File: config.mk
export PLATFORM = sky130hd
export DESIGN_NAME = demux_l2_sched
export DESIGN_NICKNAME = d
export VERILOG_FILES = /design/src/rtl/demux_l2_sched.sv
export SDC_FILE = /design/constraint.sdc
export NUM_CORES = 1
export LEC_CHECK = 0
export BUFFER_PORTS_ARGS = -buffer_cell sky130_fd_sc_hd__buf_2
export CORE_MARGIN = 2
export CORE_UTILIZATION = 40
export CTS_CLUSTER_DIAMETER = 60
export DETAILED_ROUTE_END_ITERATION = 12
export GPL_ROUTABILITY_DRIVEN = 0
export GPL_TIMING_DRIVEN = 0
export SKIP_CTS_REPAIR_TIMING = 1
export SLEW_MARGIN = 20
export SYNTH_ARGS = -nofsm -noshare
export SYNTH_HDL_FRONTEND = slang
export SYNTH_SLANG_ARGS = --single-unit
File: constraint.sdc
create_clock -name clk_2f -period 1.8 [get_ports clk_2f]
set_clock_uncertainty 0.15 [all_clocks]
set_input_delay 0.18 -clock clk_2f [delete_from_list [all_inputs] [get_ports clk_2f]]
set_output_delay 0.18 -clock clk_2f [all_outputs]
set_load 0.005 [all_outputs]
File: src/rtl/demux_l2_sched.sv
// ---------------------------------------------------------------------------
// demux_l2_sched
//
// Dispatch scheduler in front of the level-2 1:2 byte demux, clk_2f domain.
// Takes a valid/ready byte stream and hands one byte per cycle to the demux.
// Bytes alternate strictly between lanes (lane 0 first) so the unstriping side
// stays aligned. When the lane due next reports full, the byte waits in a
// one-entry hold register. No byte is lost, reordered or sent to the wrong lane.
//
// Ports:
//   clk_2f      in   sole clock, rising edge
//   reset_L     in   synchronous active-low reset
//   valid_in    in   upstream byte valid
//   data_in     in   upstream byte [DATA_W]
//   ready_in    out  scheduler can accept a byte this cycle (combinational)
//   lane_full0  in   lane 0 FIFO cannot take a byte this cycle
//   lane_full1  in   lane 1 FIFO cannot take a byte this cycle
//   realign     in   synchronous lane realignment / flush request
//   selectorL2  out  demux lane select (0 -> out0, 1 -> out1)
//   valid_out   out  byte valid into the demux
//   data_out    out  byte into the demux [DATA_W]
//   next_lane   out  lane the next dispatched byte will use
//
// Optional feature (macro DEMUX_L2_STATS_EN):
//   cnt_lane0   out  bytes dispatched to lane 0 [CNT_W], wraps
//   cnt_lane1   out  bytes dispatched to lane 1 [CNT_W], wraps
//   cnt_stall   out  cycles spent in STALL [CNT_W], wraps
// ---------------------------------------------------------------------------
module demux_l2_sched #(
  parameter int DATA_W = 8,
  parameter int CNT_W  = 16
) (
  input  logic              clk_2f,
  input  logic              reset_L,
  input  logic              valid_in,
  input  logic [DATA_W-1:0] data_in,
  output logic              ready_in,
  input  logic              lane_full0,
  input  logic              lane_full1,
  input  logic              realign,
  output logic              selectorL2,
  output logic              valid_out,
  output logic [DATA_W-1:0] data_out,
  output logic              next_lane
`ifdef DEMUX_L2_STATS_EN
  ,
  output logic [CNT_W-1:0]  cnt_lane0,
  output logic [CNT_W-1:0]  cnt_lane1,
  output logic [CNT_W-1:0]  cnt_stall
`endif
);

  typedef enum logic [1:0] {
    IDLE   = 2'd0,
    STRIPE = 2'd1,
    STALL  = 2'd2
  } state_t;

  state_t            state, state_d;
  logic              next_lane_d;
  logic [DATA_W-1:0] hold_q, hold_d;
  logic              valid_d;
  logic [DATA_W-1:0] data_d;
  logic              sel_d;
  logic              accept;
  logic              due_lane_full;

  // Only the lane that is due next matters; the other lane's full flag is
  // deliberately ignored so the scheduler never skips a lane.
  assign due_lane_full = next_lane ? lane_full1 : lane_full0;

  // While a byte sits in the hold register the upstream must wait.
  assign ready_in = reset_L & ~realign & (state != STALL);
  assign accept   = valid_in & ready_in;

  // Next-state and next-output logic. data_out and selectorL2 keep their
  // last values on idle cycles; only valid_out drops back to 0.
  always_comb begin
    state_d     = state;
    next_lane_d = next_lane;
    hold_d      = hold_q;
    valid_d     = 1'b0;
    data_d      = data_out;
    sel_d       = selectorL2;

    if (realign) begin
      state_d     = IDLE;
      next_lane_d = 1'b0;
      hold_d      = '0;
    end else begin
      case (state)
        STALL: begin
          if (!due_lane_full) begin
            valid_d     = 1'b1;
            data_d      = hold_q;
            sel_d       = next_lane;
            next_lane_d = ~next_lane;
            state_d     = STRIPE;
          end
        end
        default: begin
          if (accept) begin
            if (!due_lane_full) begin
              valid_d     = 1'b1;
              data_d      = data_in;
              sel_d       = next_lane;
              next_lane_d = ~next_lane;
              state_d     = STRIPE;
            end else begin
              hold_d  = data_in;
              state_d = STALL;
            end
          end
        end
      endcase
    end
  end

  // State and registered demux-side outputs.
  always_ff @(posedge clk_2f) begin
    if (!reset_L) begin
      state      <= IDLE;
      next_lane  <= 1'b0;
      hold_q     <= '0;
      valid_out  <= 1'b0;
      data_out   <= '0;
      selectorL2 <= 1'b0;
    end else begin
      state      <= state_d;
      next_lane  <= next_lane_d;
      hold_q     <= hold_d;
      valid_out  <= valid_d;
      data_out   <= data_d;
      selectorL2 <= sel_d;
    end
  end

`ifdef DEMUX_L2_STATS_EN
  // Statistics counters move on the same edge as the dispatch or stall cycle
  // they count, and wrap naturally at 2^CNT_W.
  always_ff @(posedge clk_2f) begin
    if (!reset_L || realign) begin
      cnt_lane0 <= '0;
      cnt_lane1 <= '0;
      cnt_stall <= '0;
    end else begin
      if (valid_d && !sel_d) cnt_lane0 <= cnt_lane0 + 1'b1;
      if (valid_d && sel_d)  cnt_lane1 <= cnt_lane1 + 1'b1;
      if (state == STALL)    cnt_stall <= cnt_stall + 1'b1;
    end
  end
`endif

endmodule
== Word-level counts from Yosys, hierarchy flattened ==
Cells that the tools add are included.

* Logic and storage cells: 41
* Output and inout port bits: 12
* Bits in registers: 21
* Input bits: 14

* Reductions and logical operators: 6
* Eq/ne operators: 3
* Bitwise gates (word level): 8
* Multiplexer cells: 18

{| class="wikitable"
|+ Operators by type and width
! cell !! count
|-
| $mux W8 || 4
|-
| $mux W1 || 10
|-
| $mux W2 || 4
|-
| $reduce_and A3 Y1 || 2
|-
| $not A1 Y1 || 5
|-
| $ne A2 B2 Y1 const B || 2
|-
| $reduce_and A2 Y1 || 2
|-
| $and A1 B1 Y1 || 3
|-
| $eq A2 B2 Y1 const B || 1
|-
| $reduce_bool A2 Y1 || 1
|-
| $reduce_or A2 Y1 || 1
|}

== Longest topological paths before layout ==
* Depth after elaboration: 6
* Mapped depth: 6
* Gate-level depth less buffers: 4

== Worst setup path after synthesis ==
Ideal clock, no wire load.

* Path type: reg-to-reg
* Start point: register next_lane
* End point: register selectorL2
* Library setup time: 0.074 ns
* Required time: 1.576 ns
* Slack: 0.159 ns
* Data arrival time: 1.416 ns
* Buffers on the path: 1
* Cell stages (with the launch flop): 6
* Clock period less this slack: 1.641 ns
* Cell sequence: dfxtp_1 -> mux2_4 -> a211oi_4 -> buf_6 -> nand3_1 -> o21ai_0

* Longest elaborated chain between the ends: 4

{| class="wikitable"
|+ Ends and longest elaborated chain
! what !! line !! text
|-
| start, declared || 44 || <nowiki>output logic next_lane</nowiki>
|-
| start signal, assigned || 130 || <nowiki>next_lane <= next_lane_d;</nowiki>
|-
| $mux W1 || 70 || <nowiki>assign due_lane_full = next_lane ? lane_full1 : lane_full0;</nowiki>
|-
| $mux W1 * || 93, 103 ||
|-
| $mux W1 || 102 || <nowiki>if (accept) begin</nowiki>
|-
| $mux W1 * || 91 || <nowiki>case (state)</nowiki>
|-
| end signal, assigned || 134 || <nowiki>selectorL2 <= sel_d;</nowiki>
|-
| end, declared || 41 || <nowiki>output logic selectorL2,</nowiki>
|}

Every way passes the cells marked *; elsewhere a longest branch is shown, timed or not. The select of a mux whose other input is x is not followed.
A chain may end at the register's enable or synchronous reset.

== Worst setup path after layout ==
* Start point: register next_lane
* End point: register data_out[4]

* Longest elaborated chain between the ends: 3

{| class="wikitable"
|+ Ends and longest elaborated chain
! what !! line !! text
|-
| $mux W1 || 70 ||
|-
| $not A1 Y1 (no line) || n/a ||
|-
| $reduce_and A3 Y1 (no line) || n/a ||
|-
| end signal, assigned || 133 || <nowiki>data_out <= data_d;</nowiki>
|-
| end, declared || 43 || <nowiki>output logic [DATA_W-1:0] data_out,</nowiki>
|}

No other way between the ends.

==> metrics.txt <==
layout cells sized above 1 0.273; post-synthesis cell count 96; Initial Util 0.436; status finished, violations left; met3 WL post-DR 111 um; vias in the first global route 680; antenna-violating nets left 0; maximum VDD drop 0.485 mV; Adder-Cell Fraction of Synth Area 0; leak pwr 0.516 nW; Mapped Area 881 um2; port buffer count 25; TritonCTS buffer count 3; Slew headroom 0.701; min Tclk post-route 1.68 ns; measured slew at the worst slew-check pin 0.449 ns; row count 16; Tcrit/Tclk final 0.934; crit-path max FO 9; Max Freq 595 MHz; crit path capture type flip-flop; FF+latch count, synth 21; Hold Worst Slack -0.0305 ns; proportion of synthesized area in mux cells 0.119; max-cap violation count 0; initial antenna violation count 0; detail-routed via count per cell 4.86; largest family of logic cells by synthesized area simple AND/OR/NAND/NOR gates; Synth Area in XOR/XNOR 0; first-pass GRT wire length 2990 um; # diodes 0; design area 1150 um2; Iteration-0 DRC Markers 7; PD cells 732 nW/um2; syn_area_per_cell 9.18 um2; CP Cell Sequence mux2_4, a211oi_4, buf_12, nor2_1, a311oi_1; clock tree buffer depth 2; most frequent cells in the layout 25 x buf_2, 21 x dfxtp_1, 19 x nor2_1, 18 x nand2_1, 9 x mux2i_1; final wirelength 1860 um; DIE WIDTH 50.9 um; GRT Total Usage 0.158; die height 50.9 um; CTS H-tree depth 1; DP HPWL 1300 um; CTS clk-pin slew, worst paths 0.11 ns; syn nets 110; Total Die Area 2590 um2; final setup fails 0; Arrival @ worst endpoint 1.75 ns; core area 2020 um2; sequential element share of the synthesized area 0.477; Area Growth Syn to Fin 30.1%; Final Hold Fails 4; compound-gate portion of the synthesized area 0.139; critical path's largest stage delay 0.45 ns; largest net degree at the start of global routing 12; CP max-delay cell dfxtp_1; Critical Path Source Type flip-flop; Worst-Skew Late Latency 0.31 ns; Ports 26; # DRC 0; Warnings, synthesis 0; met2 wire length 850 um; clock root buffer clkbuf_4; DR WL/cell 11.7 um; clk sinks 21; Worst path top cell family by delay flip-flops; GR Overflow Total 0; RSZ-0062 raised after global routing false; CTS tree yes; simple-gate share of the synthesized area 0.217; 1st-pass router iterations 4; failing checks negative hold slack; fin. max-slew vios 0; Vias 773; DP Area 1040 um2; Min-Delay Path Class input pin to flip-flop; Crit path required time 1.87 ns; post-layout util 0.567; WS Path Type flip-flop to flip-flop; top sig layer met4; CP Buf/Inv Count 1; layout net count 147; synth unique cells 19; commonest non-fill, non-tap cell in the layout buf_2; Metal-1 WL 866 um
-- stage by stage --
stage          worst slack [ns]  setup TNS (ns)  instances  total power (W)
2_1_floorplan             0.159               0         96         0.000565
3_3_place_gp             0.0242               0        148         0.000606
3_5_place_dp            -0.0120         -0.0239        148         0.000609
4_1_cts                 -0.0368          -0.139        152         0.000832
5_1_grt                 0.00604               0        159         0.000881
6_report                  0.119               0        159         0.000839
-- cell families after synthesis --
| group | Yosys count |
|---|---|
| AO/OA/AOI/OAI | 15 |
| buffers and inverters | 5 |
| flip-flops | 21 |
| multiplexers | 10 |
| AND/OR/NAND/NOR | 45 |
-- report_power, final --
| part | switching [W] | leakage (nW) | internal, W | total (W) |
|---|---|---|---|---|
| clock | 0.000141 | 0.0150 | 0.0000866 | 0.000227 |
| sequential | 0.00000862 | 0.171 | 0.000480 | 0.000489 |
| combinational | 0.0000601 | 0.331 | 0.0000621 | 0.000122 |
| total | 0.000209 | 0.516 | 0.000629 | 0.000839 |
-- worst paths after layout --
| check | slack (ns) | cells after the start | endpoint | start |
|---|---|---|---|---|
| min reg2reg | 0.32 | 2 | selectorL2 | selectorL2 |
| max reg2reg | 0.12 | 5 | data_out[4] | next_lane |
| max | 0.12 | 5 | data_out[4] | next_lane |
| min | -0.03 | 3 | hold_q[5] | data_in[5] |
-- worst min-delay path: cells and delay by family --
| kind | cells | cell delay (ns) |
|---|---|---|
| buf+inv | 1 | 0.09 |
| simple gates | 1 | 0.07 |
| mux | 1 | 0.06 |
-- flip-flops by register name, indices dropped and copies added (netlist names) --
register / count
hold_q: 8
next_lane: 1
data_out: 8
valid_out: 1
state: 2
selectorL2: 1
-- routing by layer --
layer,GRT usage,vias up
met2,0.251,21
li1,-,407
met4,0.0676,0
met5,0,-
met3,0.0614,5
met1,0.189,340
-- cell usage after synthesis --
master	instances	area share
buf_6	3	0.038
nand2_1	18	0.077
nor2_1	19	0.081
dfxtp_1	21	0.48
nand2b_1	3	0.021
mux2_4	1	0.017
a311oi_1	8	0.080
a211oi_4	1	0.023
mux2i_1	9	0.10
nand3_1	1	0.0057
a21oi_1	2	0.011
nor3_1	1	0.0057
a211oi_1	1	0.0085
or3_2	1	0.0085
inv_1	1	0.0043
o21ai_0	3	0.017
nand3_2	1	0.011
clkbuf_1	1	0.0043
nor2b_1	1	0.0071
-- layout make-up --
type                    instances  area [um2]
multi-input cells              70         419
repair buffers                 32         205
flip-flops and latches         21         420
plain buffers                   4        37.5
fillers                       197         876
well taps                      27        33.8
clock buffers                   4        26.3
inverters                       1        3.75
Power figures use the tool's default switching activity.
